`src/rtl/memory_stage_lsu.sv`:
```
// Sequential load/store unit: formats stores into byte lanes, runs a held request/ack
// transaction with timeout, and returns extended load data registered for writeback.
module memory_stage_lsu #(
    parameter int DataWidth     = 32,
    parameter int AddrWidth     = 32,
    parameter int TimeoutCycles = 255
) (
    input  logic                     clk,
    input  logic                     rst,
    input  logic                     valid,
    input  logic                     load,
    input  logic                     store,
    input  logic [2:0]               fun3,
    input  logic [DataWidth-1:0]     operand_b,
    input  logic [AddrWidth-1:0]     alu_out_address,
    input  logic [DataWidth-1:0]     wrap_load_in,
    input  logic                     data_valid,
    output logic                     request,
    output logic                     we_re,
    output logic [AddrWidth-1:0]     addr_out,
    output logic [DataWidth/8-1:0]   mask,
    output logic [DataWidth-1:0]     store_data_out,
    output logic [DataWidth-1:0]     wrap_load_out,
    output logic                     load_valid,
    output logic                     stall,
    output logic                     misaligned,
    output logic                     timeout
);
    localparam int NumBytes = DataWidth / 8;
    localparam int OffW     = $clog2(NumBytes);
    localparam int CntW     = $clog2(TimeoutCycles + 1);

    typedef enum logic {IDLE, REQ} state_e;

    function automatic logic [3:0] size_bytes(input logic [2:0] f3);
        case (f3)
            3'b000, 3'b100: return 4'd1;
            3'b001, 3'b101: return 4'd2;
            3'b010:         return 4'd4;
            3'b110:         return (DataWidth == 64) ? 4'd4 : 4'd0;
            3'b011:         return (DataWidth == 64) ? 4'd8 : 4'd0;
            default:        return 4'd0;
        endcase
    endfunction

    function automatic logic [NumBytes-1:0] lane_mask(input logic [OffW-1:0] off,
                                                      input logic [3:0] nbytes);
        logic [NumBytes-1:0] m;
        for (int b = 0; b < NumBytes; b++)
            m[b] = (b >= int'(off)) && (b < int'(off) + int'(nbytes));
        return m;
    endfunction

    // Shift the addressed lanes down, then sign- or zero-fill above the access size.
    function automatic logic [DataWidth-1:0] extend_load(input logic [DataWidth-1:0] word,
                                                         input logic [2:0] f3,
                                                         input logic [OffW-1:0] off);
        logic [DataWidth-1:0] sh;
        logic [DataWidth-1:0] res;
        int                   nbits;
        logic                 fill;
        sh    = word >> {off, 3'b000};
        nbits = 8 << f3[1:0];
        if (nbits > DataWidth) nbits = DataWidth;
        fill = 1'b0;
        for (int i = 0; i < DataWidth; i++)
            if (i == nbits - 1) fill = sh[i] & ~f3[2];
        for (int i = 0; i < DataWidth; i++)
            res[i] = (i < nbits) ? sh[i] : fill;
        return res;
    endfunction

    state_e                 state_q;
    logic [CntW-1:0]        cnt_q;
    logic [2:0]             fun3_q;
    logic [OffW-1:0]        off_q;
    logic                   request_q, we_re_q, load_valid_q, misaligned_q, timeout_q;
    logic [AddrWidth-1:0]   addr_q;
    logic [NumBytes-1:0]    mask_q;
    logic [DataWidth-1:0]   sdata_q, rdata_q;

    logic [OffW-1:0]        offset;
    logic [3:0]             nbytes;
    logic                   access, aligned, start, timeout_hit;
    logic [AddrWidth-1:0]   addr_d;
    logic [NumBytes-1:0]    mask_d;
    logic [DataWidth-1:0]   sdata_d, rdata_d;

    assign offset      = alu_out_address[OffW-1:0];
    assign nbytes      = size_bytes(fun3);
    assign access      = valid && (load || store);
    assign aligned     = (nbytes != 4'd0) && ((4'(offset) & (nbytes - 4'd1)) == 4'd0);
    assign start       = access && aligned;
    assign addr_d      = {alu_out_address[AddrWidth-1:OffW], {OffW{1'b0}}};
    assign mask_d      = lane_mask(offset, nbytes);
    assign sdata_d     = operand_b << {offset, 3'b000};
    assign rdata_d     = extend_load(wrap_load_in, fun3_q, off_q);
    assign timeout_hit = (state_q == REQ) && (cnt_q == CntW'(TimeoutCycles - 1));

    // Gated by rst so every output reads 0 while reset is held.
    assign stall = rst && (((state_q == IDLE) && start) ||
                           ((state_q == REQ) && !data_valid && !timeout_hit));

    always_ff @(posedge clk or negedge rst) begin
        if (!rst) begin
            state_q      <= IDLE;
            cnt_q        <= '0;
            fun3_q       <= '0;
            off_q        <= '0;
            request_q    <= 1'b0;
            we_re_q      <= 1'b0;
            load_valid_q <= 1'b0;
            misaligned_q <= 1'b0;
            timeout_q    <= 1'b0;
            addr_q       <= '0;
            mask_q       <= '0;
            sdata_q      <= '0;
            rdata_q      <= '0;
        end else begin
            load_valid_q <= 1'b0;
            misaligned_q <= 1'b0;
            timeout_q    <= 1'b0;
            case (state_q)
                IDLE: begin
                    cnt_q <= '0;
                    if (start) begin
                        state_q   <= REQ;
                        request_q <= 1'b1;
                        we_re_q   <= store;
                        addr_q    <= addr_d;
                        mask_q    <= mask_d;
                        sdata_q   <= sdata_d;
                        fun3_q    <= fun3;
                        off_q     <= offset;
                    end else if (access) begin
                        misaligned_q <= 1'b1;
                    end
                end
                REQ: begin
                    if (data_valid) begin
                        state_q   <= IDLE;
                        request_q <= 1'b0;
                        cnt_q     <= '0;
                        if (!we_re_q) begin
                            rdata_q      <= rdata_d;
                            load_valid_q <= 1'b1;
                        end
                    end else if (timeout_hit) begin
                        state_q   <= IDLE;
                        request_q <= 1'b0;
                        cnt_q     <= '0;
                        timeout_q <= 1'b1;
                    end else begin
                        cnt_q <= cnt_q + CntW'(1);
                    end
                end
                default: state_q <= IDLE;
            endcase
        end
    end

    assign request        = request_q;
    assign we_re          = we_re_q;
    assign addr_out       = addr_q;
    assign mask           = mask_q;
    assign store_data_out = sdata_q;
    assign wrap_load_out  = rdata_q;
    assign load_valid     = load_valid_q;
    assign misaligned     = misaligned_q;
    assign timeout        = timeout_q;

endmodule
```
`config.mk`:
```
export PLATFORM = sky130hd
export DESIGN_NAME = memory_stage_lsu
export DESIGN_NICKNAME = d
export VERILOG_FILES = /design/src/rtl/memory_stage_lsu.sv
export SDC_FILE = /design/constraint.sdc
export NUM_CORES = 1
export LEC_CHECK = 0
export BUFFER_PORTS_ARGS = -buffer_cell sky130_fd_sc_hd__buf_2
export CAP_MARGIN = 20
export CORE_UTILIZATION = 45
export DETAILED_ROUTE_END_ITERATION = 8
export GPL_TIMING_DRIVEN = 0
export PLACE_DENSITY = 0.77
export RECOVER_POWER = 100
export SYNTH_ARGS = -nofsm -noshare
export SYNTH_HDL_FRONTEND = slang
export SYNTH_SLANG_ARGS = --single-unit
```
`constraint.sdc`:
```
create_clock -name clk -period 2.6 [get_ports clk]
set_input_delay 0.26 -clock clk [delete_from_list [all_inputs] [get_ports clk]]
set_output_delay 0.26 -clock clk [all_outputs]
set_load 0.01 [all_outputs]
```
=== Yosys cells after proc, flatten, opt, wreduce, memory -nomap -nowiden ===
Index checks and enable logic that the tools add are counted.

* $add $sub $neg: 4
* $mul: 0
* Div/mod/pow operators: 0
* $lt $le $gt $ge: 40
* Eq/ne operators: 38
* Shift-type cells: 3
* Multiplexer cells: 86
* Bitwise operators: 36
* Reduce and logical (&&, ||, !) cells: 24

{| class="wikitable"
|+ Operator list
! operator !! number
|-
| $eq 6x32->1 const A || 16
|-
| $lt 6x32->1 const A || 16
|-
| $eq 5x32->1 const A || 8
|-
| $lt 5x32->1 const A || 8
|-
| $eq 4x32->1 const A || 4
|-
| $lt 4x32->1 const A || 4
|-
| $lt 3x32->1 const A || 3
|-
| $mux 1 || 79
|-
| $eq 3x32->1 const A || 2
|-
| $lt 1x32->1 const A || 2
|-
| $lt 2x32->1 const A || 2
|-
| $and 1x1->1 || 32
|-
| $eq 2x32->1 const A || 1
|-
| $gt 32x7->1 const B || 1
|-
| $logic_not 32->1 || 1
|-
| $mux 32 || 1
|-
| $shl 32x5->32 || 1
|-
| $shl 4x2->32 const A || 1
|-
| $shr 32x5->32 || 1
|-
| $sub 32x2->32 const B || 1
|-
| $mux 8 || 2
|-
| $pmux 8 s2 || 1
|-
| $logic_and 1x1->1 || 11
|-
| $pmux 3 s3 || 1
|-
| other kinds (23) || 32
|}

* Flip-flop bits (word level): 117
* Latch bits: 0
* Memory bits (writable): 0
* Memory bits (read-only): 0
* Input bits: 105
* Output and inout bits: 106
* Logic and storage cells: 244
* Memories: 0

=== Longest topological paths before layout ===
Gate-level depths: netlist of run 1.

* Depth in word-level cells: 38
* Mapped depth: 12
* Mapped depth without buffers: 10

=== Least setup slack after synthesis of run 1 ===
OpenSTA, ideal clock, no wires.

* Path type: register to register
* From: register fun3_q[0]
* To: register rdata_q[1], in the netlist wrap_load_out[1]
* Library setup time: 0.074 ns
* Data arrival time: 2.560 ns
* Required time: 2.526 ns
* Path slack: -0.034 ns
* Stages on the path, launching flop included: 13
* Path buffers: 2
* Period minus slack after synthesis: 2.634 ns
* Cell sequence: dfrtp_1 -> buf_2 -> nor2_1 -> inv_1 -> ha_1 -> nand2b_1 -> ha_1 -> nor4b_2 -> a2bb2oi_1 -> o21ai_1 -> or4b_1 -> buf_2 -> o21ai_2

* Longest elaborated chain between the ends: 38
* Elaborated cells between the ends (all ways): 70
* Classes of those cells: 1 x add/sub; 2 x order compare; 31 x eq/ne; 1 x shift; 34 x mux; 1 x reduce/logical

{| class="wikitable"
|+ RTL lines
! item !! RTL line !! text
|-
| start: declaration || 75 || <nowiki>logic [2:0] fun3_q;</nowiki>
|-
| start signal: assignment || 133 || <nowiki>fun3_q <= fun3;</nowiki>
|-
| $shl 4x2->32 (*) || 63 || <nowiki>nbits = 8 << f3[1:0];</nowiki>
|-
| $gt 32x7->1 || 64 || <nowiki>if (nbits > DataWidth) nbits = DataWidth;</nowiki>
|-
| $mux 32 (*) || 64 ||
|-
| $sub 32x2->32 || 67 || <nowiki>if (i == nbits - 1) fill = sh[i] & ~f3[2];</nowiki>
|-
| $logic_not 32->1 || 67 ||
|-
| $mux 1 (32 in a row) || 67 ||
|-
| $mux 1 (*) || 69 || <nowiki>res[i] = (i < nbits) ? sh[i] : fill;</nowiki>
|-
| end signal: assignment || 145 || <nowiki>rdata_q <= rdata_d;</nowiki>
|-
| end: declaration || 80 || <nowiki>logic [DataWidth-1:0] sdata_q, rdata_q;</nowiki>
|}

Every way passes the cells marked *; elsewhere a longest branch is shown, timed or not.
A chain may end at the register's enable or synchronous reset.

=== Worst setup path in the final report of run 1 ===
Ends and elaborated chain as after synthesis.

==> results_tabular.tex, run 1 <==
\begin{tabular}{lr}
\hline
Metric & Value \\
\hline
\multicolumn{2}{l}{\textbf{Timing}} \\
\quad Number of pins with negative max-slew slack in the final report & 0 \\
\quad Final period util & 0.965 \\
\quad Max Clk Rate & between 300 and 400 MHz \\
\quad Slew at the pin closest to its max-slew limit & just over 700 ps \\
\quad Worst hold slack & around 26 ps \\
\quad Post-layout minimum cycle time & 2510 ps \\
\quad Final Hold Violating Endpoints & 0 \\
\quad Worst clock skew & between 5 and 6 ps \\
\quad Final setup viols & 0 \\
\quad Setup WS post-layout & between 90 and 100 ps \\
\quad Headroom to the max-slew limit & 0.529 \\
\multicolumn{2}{l}{\textbf{Cells and area}} \\
\quad Area Growth Syn to Fin & 32.5\% \\
\quad Proportion of layout cells with a drive suffix above 1 & 0.208 \\
\quad Fin nets & 955 \\
\quad Final Cell Area & about 7500 um2 \\
\quad Ant. Diodes & 0 \\
\quad Leading cell type in the layout, fill and taps excluded & nand2\_1 \\
\quad Filler instances & between 1,000 and 1,500 \\
\quad Commonest cells after routing, fill and taps aside & nand2\_1, clkbuf\_1, dfrtp\_1, buf\_2, mux2i\_1 \\
\multicolumn{2}{l}{\textbf{Synth}} \\
\quad Post-synth cell types & 54 \\
\quad Mapped Area & between 5000 and 6000 um2 \\
\quad Number of enable-type register cells in the synthesized netlist & 0 \\
\quad Synthesized area divided by synthesized cell count & about 9.3 um2 \\
\quad Number of warnings printed during yosys synthesis & 0 \\
\quad Register bit count reported by yosys & roughly 120 \\
\quad Sequential-to-total area share from yosys stat & 0.517 \\
\quad Post-Synthesis Cells & 607 \\
\quad Post-synthesis async set-or-reset flop share & 1.00 \\
\quad Top\_reg\_cell synth & dfrtp\_1 \\
\multicolumn{2}{l}{\textbf{Floorplan}} \\
\quad Die X-Extent & about 110 um \\
\quad Site row count & 40 \\
\quad Starting density of the core & 0.466 \\
\quad Vert. Die Dim & approximately 110 um \\
\quad Core Region & 12,200 um2 \\
\quad DIE AREA & 13,000 um2 \\
\quad Top-level I/O count & 211 \\
\multicolumn{2}{l}{\textbf{Global routing}} \\
\quad Antenna violations before repair & 1 \\
\quad First-pass GRT wire length & around 26 mm \\
\quad Number of global-route vias before repair & approximately 5,100 \\
\quad All-Layer GR Usage & 0.263 \\
\quad Largest net degree at the start of global routing & 67 \\
\quad Gr ovfl total & 0 \\
\multicolumn{2}{l}{\textbf{Worst setup path}} \\
\quad Reg-to-Reg End & wrap\_load\_out[1]\$\_DFFE\_PN0P\_ \\
\quad Worst setup path start & fun3\_q[0]\$\_DFFE\_PN0N\_ \\
\quad CP startpoint kind & flip-flop \\
\quad Required time at the endpoint of the critical path & around 3000 ps \\
\quad WP data arrival & about 2900 ps \\
\quad Critical Setup Path Class & flip-flop to flip-flop \\
\quad Largest driver fanout on the critical path & 9 \\
\quad Cells on worst reg2reg path & 11 \\
\quad Critical register-to-register path startpoint & fun3\_q[0]\$\_DFFE\_PN0N\_ \\
\quad Destination of the critical timing path & wrap\_load\_out[1]\$\_DFFE\_PN0P\_ \\
\quad R2r setup slk & slightly above 90 ps \\
\quad Type of destination of the critical path & flip-flop \\
\multicolumn{2}{l}{\textbf{Flow run}} \\
\quad Max-cap viol count & 0 \\
\multicolumn{2}{l}{\textbf{Detailed routing}} \\
\quad Detailed-routing iteration count for the pre-antenna-repair pass & 5 \\
\quad Routed wire length per instance & $\sim$16 um \\
\quad Residual DRC & 0 \\
\quad Drt total wl & between 15 and 20 mm \\
\quad Drt initial violations & around 320 \\
\quad Vias post-DR & roughly 5,300 \\
\quad Ratio of routed vias to standard cells & slightly above 5 \\
\quad Count of nets left with antenna violations after detail routing & 0 \\
\multicolumn{2}{l}{\textbf{Clock tree}} \\
\quad Maximum level of the CTS H-tree & 4 \\
\quad Clock buffer count from CTS & 17 \\
\quad Clock latency on the worst-skew pair & just over 400 ps \\
\quad TritonCTS clock tree & done \\
\quad Sink Count & about 120 \\
\quad Worst-case clock buffer depth & 2 \\
\quad Cell chosen for the clock root & clkbuf\_16 \\
\quad Clock-pin slew of the registers on the worst-case setup and hold paths & 50 ps \\
\multicolumn{2}{l}{\textbf{Place}} \\
\quad IO Port Bufs & about 210 \\
\quad Final HPWL from detailed placement & $\sim$12 mm \\
\quad Routability Congestion & about 0.82 \\
\quad DP Area & around 7000 um2 \\
\quad Setup Slack @ Placement & -339 ps \\
\multicolumn{2}{l}{\textbf{Power and ir drop}} \\
\quad Pwr Density & around 900 nW/um2 \\
\quad Highest ir drop seen on vdd & around 0.51 mV \\
\quad Leakage Power & between 3 and 4 nW \\
\multicolumn{2}{l}{\textbf{Min path}} \\
\quad Min-delay worst type & primary input to flip-flop \\
\multicolumn{2}{l}{\textbf{Status}} \\
\quad Result of the run & finished clean \\
\hline
\end{tabular}
## timing repair
item,4_1_cts,5_1_grt
pin swaps,1,1
setup buffers,1,2
setup endpoints to repair,24,24
gates resized for setup,4,9
endpoints found under the hold margin,52,0
hold buffers,1,0
## logic make-up (layout without fill, tap and decap cells)
group / count (synthesis) / in the layout / share of synthesized area
DFF: 117 / 117 / 0.517
xor gates and xnor gates: 8 / 8 / 0.0124
buffers and inverters: 50 / 294 / 0.0375
AOI/OAI and AO/OA: 106 / 106 / 0.126
other: 2 / 5 / 0.00133
adders and majority gates: 9 / 9 / 0.0212
and+or+nand+nor: 266 / 266 / 0.194
muxes: 49 / 49 / 0.0907
## cell usage after synthesis, types with 4 or more instances
master      n  share of area
a221o_1     8          0.014
buf_1       4         0.0026
dfrtp_1   117           0.52
inv_1      10         0.0066
o21ai_0    27          0.024
nand3_1    14          0.012
nand2_1   210           0.14
nor2_1     22          0.015
clkbuf_1   19          0.013
ha_1        8          0.018
o31ai_1     9          0.012
o21ai_1     5         0.0044
mux2i_1    33          0.058
buf_2      13          0.011
a21oi_1    16          0.014
mux2_2     15          0.030
xor2_1      7          0.011
o211ai_1   24          0.032
## metrics by stage
step	setup TNS, ps	power, mW	cells	utilization
4_1_cts	0	7.01	1021	0.626
6_report	0	6.90	1022	0.617
3_5_place_dp	-5570	4.58	987	0.573
5_1_grt	-455	7.30	1022	0.617
3_3_place_gp	-28980	4.52	986	0.570
2_1_floorplan	0	3.69	610	-
## how the worst min path moves through the flow
stage | start | end | slack, ps | cells past startpoint
after floorplan | rst | addr_out[10]$_DFFE_PN0N_ | -40 | 0
after global placement | store_data_out[3]$_DFFE_PN0N_ | store_data_out[3]$_DFFE_PN0N_ | 450 | 2
after detailed placement | rst | wrap_load_out[26]$_DFFE_PN0P_ | 250 | 1
after CTS | data_valid | timeout$_DFF_PN0_ | 10 | 2
after global routing | alu_out_address[21] | addr_out[21]$_DFFE_PN0N_ | 20 | 3
final | data_valid | timeout$_DFF_PN0_ | 30 | 2
## where the power goes
| part | switching [mW] | internal, mW |
|---|---|---|
| sequential | 0.319 | 2.32 |
| clock | 0.812 | 1.57 |
| combinational | 1.13 | 0.737 |
| total | 2.26 | 4.63 |
## layer usage
metal / global-route usage / vias to the layer above / part of all wire
met3: 0.0826 / 24 / 0.082
li1: - / 2526 / -
met5: 0 / - / 0.00068
met4: 0.123 / 2 / 0.023
met1: 0.325 / 2498 / 0.42
met2: 0.420 / 225 / 0.48
## layout make-up
cell class	count	area, um2	share of cell area
buffer	38	160	0.0213
clock buffer	23	478	0.0637
clock inverter	9	125	0.0167
inverter	11	41.3	0.00550
multi-input combinational	443	2580	0.344
sequential	117	2930	0.390
tap	168	210	0.0280
timing repair buffer	213	978	0.130
## flip-flops by register name, summed over array words and instances, names as in the netlist, 2 cells and up
signal / flops
fun3_q: 3
mask: 4
off_q: 2
cnt_q: 8
wrap_load_out: 32
addr_out: 30
store_data_out: 32
## worst max-delay path: stages, from the launching register on
cell,delay [ps]
dfrtp_2,470
nor2_4,130
inv_1,80
ha_2,210
nand2b_4,80
ha_1,140
nor4b_4,270
a2bb2oi_2,110
o21ai_1,190
or4b_1,460
buf_4,190
o21ai_2,120
No activity file was read; power rests on OpenSTA's default activity.
==> run 2, diff against run 1 <==
--- a/config.mk
+++ b/config.mk
@@ -11,7 +11,6 @@
 export DETAILED_ROUTE_END_ITERATION = 8
 export GPL_TIMING_DRIVEN = 0
 export PLACE_DENSITY = 0.77
-export RECOVER_POWER = 100
 export SYNTH_ARGS = -nofsm -noshare
 export SYNTH_HDL_FRONTEND = slang
 export SYNTH_SLANG_ARGS = --single-unit
==> run 2 against run 1 <==
Against the previous run: worst hold slack got worse by 1.1 ps; via count increased by 0.11%; sequential power barely moved; critical endpoint unchanged; clock skew about the same; critical path depth unchanged; maximum frequency rose by 0.15%; largest power group unchanged; global-route usage unchanged; largest cell class unchanged; routed wire length rose by 0.57%.
==> results_tabular.tex, run 2 (synthesis results as in run 1) <==
\begin{tabular}{lr}
\hline
Metric & Value \\
\hline
\multicolumn{2}{l}{\textbf{Status}} \\
\quad Result of the run & finished clean \\
\multicolumn{2}{l}{\textbf{Place}} \\
\quad DP Area & 6970 um2 (unchanged) \\
\quad Routability Congestion & 0.823 (unchanged) \\
\quad Setup Slack @ Placement & -339 ps (unchanged) \\
\quad Final HPWL from detailed placement & 11.9 mm (unchanged) \\
\quad IO Port Bufs & 208 (unchanged) \\
\quad Number of placed instances, taps included & 987 (unchanged) \\
\multicolumn{2}{l}{\textbf{Global routing}} \\
\quad Peak-usage layer in the global routing report & met2 \\
\quad Global routing met1 resource utilization & 0.325 (unchanged) \\
\quad First-pass GRT wire length & 26.0 mm (unchanged) \\
\quad All-Layer GR Usage & 0.263 (unchanged) \\
\quad Largest net degree at the start of global routing & 67 (unchanged) \\
\quad Met2 GRT Util & 0.420 (unchanged) \\
\quad Antenna violations before repair & 1 (unchanged) \\
\quad Number of global-route vias before repair & 5,146 (unchanged) \\
\quad Gr ovfl total & 0 (unchanged) \\
\quad GR Layer Usage met3 & 0.0826 (unchanged) \\
\multicolumn{2}{l}{\textbf{Timing}} \\
\quad Worst clock skew & 5.67 ps (+0.451 ps) \\
\quad Post-layout minimum cycle time & 2500 ps (-3.79 ps) \\
\quad Final setup viols & 0 (unchanged) \\
\quad Slew at the pin closest to its max-slew limit & 711 ps (+4.39 ps) \\
\quad Headroom to the max-slew limit & 0.526 (-0.00292) \\
\quad Final Hold Violating Endpoints & 0 (unchanged) \\
\quad Final period util & 0.963 (-0.00146) \\
\quad Number of pins with negative max-slew slack in the final report & 0 (unchanged) \\
\quad Setup WS post-layout & 95.4 ps (+3.79 ps) \\
\quad Max Clk Rate & 399 MHz (+0.15\%) \\
\multicolumn{2}{l}{\textbf{Floorplan}} \\
\quad Die X-Extent & 114 um (unchanged) \\
\quad DIE AREA & 13,000 um2 (unchanged) \\
\quad Vert. Die Dim & 114 um (unchanged) \\
\quad Top-level I/O count & 211 (unchanged) \\
\quad Core Region & 12,200 um2 (unchanged) \\
\quad Starting density of the core & 0.466 (unchanged) \\
\quad Site row count & 40 (unchanged) \\
\multicolumn{2}{l}{\textbf{Detailed routing}} \\
\quad Detailed-routing iteration count for the pre-antenna-repair pass & 4 (-1) \\
\quad Count of nets left with antenna violations after detail routing & 0 (unchanged) \\
\quad Drt total wl & 16.4 mm (+0.57\%) \\
\quad Residual DRC & 0 (unchanged) \\
\quad Drt initial violations & 325 (+3.2\%) \\
\quad Routed wire length per instance & 16.0 um (+0.57\%) \\
\quad Vias post-DR & 5,281 (+0.11\%) \\
\quad Ratio of routed vias to standard cells & 5.17 (+0.11\%) \\
\multicolumn{2}{l}{\textbf{Cells and area}} \\
\quad Area Growth Syn to Fin & 35.0\% \\
\quad Proportion of layout cells with a drive suffix above 1 & 0.340 (+0.131) \\
\quad Multi-input logic area & 2590 um2 (+0.15\%) \\
\quad Leading cell type in the layout, fill and taps excluded & buf\_2 \\
\quad Ant. Diodes & 0 (unchanged) \\
\quad Commonest cells after routing, fill and taps aside & buf\_2, nand2\_1, dfrtp\_1, mux2i\_1, o21ai\_0 \\
\quad Combined flip-flop and latch cell area & 2930 um2 (unchanged) \\
\quad Utilization after layout & 0.629 (+0.0116) \\
\quad Fin nets & 955 (unchanged) \\
\quad Post-layout instance count excluding filler cells & 1,022 (unchanged) \\
\quad Final Cell Area & 7650 um2 (+1.9\%) \\
\quad Filler instances & 1,073 (-5.0\%) \\
\multicolumn{2}{l}{\textbf{Power and ir drop}} \\
\quad Highest ir drop seen on vdd & 0.488 mV (-4.1\%) \\
\quad Switching share of power & 0.321 (-0.00679) \\
\quad Seq pwr share & 0.374 (-0.009) \\
\quad Leakage Power & 4.06 nW (+10\%) \\
\quad Share of power burned in combinational logic & 0.285 (+0.014) \\
\quad Net switching power & 2.25 mW (-0.30\%) \\
\quad Internal power contribution & 4.77 mW (+2.8\%) \\
\quad Clock Power Share & 0.341 (-0.005) \\
\quad Pwr Density & 918 nW/um2 (about the same) \\
\multicolumn{2}{l}{\textbf{Worst setup path}} \\
\quad WP data arrival & 2840 ps (about the same) \\
\quad Critical Setup Path Class & flip-flop to flip-flop \\
\quad Required time at the endpoint of the critical path & 2940 ps (about the same) \\
\quad Cells on worst reg2reg path & 11 (unchanged) \\
\quad Reg-to-Reg End & wrap\_load\_out[1]\$\_DFFE\_PN0P\_ \\
\quad Largest driver fanout on the critical path & 9 (unchanged) \\
\quad CP startpoint kind & flip-flop \\
\quad Type of destination of the critical path & flip-flop \\
\quad R2r setup slk & 100 ps (about the same) \\
\quad Critical register-to-register path startpoint & fun3\_q[0]\$\_DFFE\_PN0N\_ \\
\multicolumn{2}{l}{\textbf{Clock tree}} \\
\quad Clock latency on the worst-skew pair & 410 ps (about the same) \\
\quad Sink Count & 117 (unchanged) \\
\quad Maximum level of the CTS H-tree & 4 (unchanged) \\
\quad Cell chosen for the clock root & clkbuf\_16 \\
\quad Worst-case clock buffer depth & 2 (unchanged) \\
\quad Clock-pin slew of the registers on the worst-case setup and hold paths & 50 ps (about the same) \\
\quad Clock buffer count from CTS & 17 (unchanged) \\
\quad TritonCTS clock tree & done \\
\multicolumn{2}{l}{\textbf{Min path}} \\
\quad Worst hold path depth & 2 (unchanged) \\
\quad Min-delay worst type & primary input to flip-flop \\
\quad Hold Crit Start & data\_valid \\
\quad End point of the worst hold path & timeout\$\_DFF\_PN0\_ \\
\multicolumn{2}{l}{\textbf{Flow run}} \\
\quad Max-cap viol count & 0 (unchanged) \\
\hline
\end{tabular}
-- run 2: final cells by class --
type,count,share of cell area
repair buffers,213,0.145
well taps,168,0.0275
multi-input cells,443,0.338
clock buffers,23,0.0625
plain buffers,38,0.0221
clock inverters,9,0.0164
flip-flops and latches,117,0.383
inverters,11,0.00540
-- run 2: how the worst max path moves through the flow --
| stage | startpoint | to | slack, ps | depth (start not counted) |
|---|---|---|---|---|
| after global placement | rst | stall | -380 | 3 |
| after floorplan | fun3_q[0]$_DFFE_PN0N_ | wrap_load_out[1]$_DFFE_PN0P_ | 90 | 12 |
| after CTS | fun3_q[0]$_DFFE_PN0N_ | wrap_load_out[1]$_DFFE_PN0P_ | 10 | 12 |
| after detailed placement | fun3_q[0]$_DFFE_PN0N_ | wrap_load_out[24]$_DFFE_PN0P_ | -340 | 11 |
| after global routing | fun3_q[0]$_DFFE_PN0N_ | wrap_load_out[1]$_DFFE_PN0P_ | -70 | 11 |
| final | fun3_q[0]$_DFFE_PN0N_ | wrap_load_out[1]$_DFFE_PN0P_ | 100 | 11 |
-- run 2: timing repair --
item	4_1_cts	5_1_grt
hold buffers	1	0
buffers inserted	1	2
setup endpoints to repair	24	24
gates resized for setup	4	9
hold endpoints to repair	52	0
pin swaps	1	1
-- run 2: per-stage QoR --
stage          hold slack (ps)  total power, mW  setup TNS (ps)
2_1_floorplan            -35.6             3.69               0
3_3_place_gp               446             4.52          -28980
3_5_place_dp               252             4.58           -5570
4_1_cts                   12.6             7.01               0
5_1_grt                   20.2             7.41            -452
6_report                  24.7             7.02               0
-- run 2: power groups by stage --
stage	Clock [mW]	Sequential, mW	Combinational, mW
floorplan	0	2.84	0.856
global placement	0	2.62	1.90
detailed placement	0	2.62	1.95
CTS	2.42	2.61	1.98
global route	2.50	2.69	2.22
finish	2.39	2.63	2.00
-- run 2: routing by layer --
metal  part of all wire  vias to the layer above
met5            0.00067                        -
met1               0.42                     2495
met2               0.48                      225
met4              0.026                        2
met3              0.081                       31
li1                   -                     2528
-- run 2: critical path, cell delays in order (launching register included) --
cell,delay (ps)
dfrtp_2,470
nor2_4,130
inv_1,80
ha_2,210
nand2b_4,80
ha_1,140
nor4b_4,270
a2bb2oi_2,110
o21ai_1,180
or4b_1,460
buf_4,190
o21ai_2,120
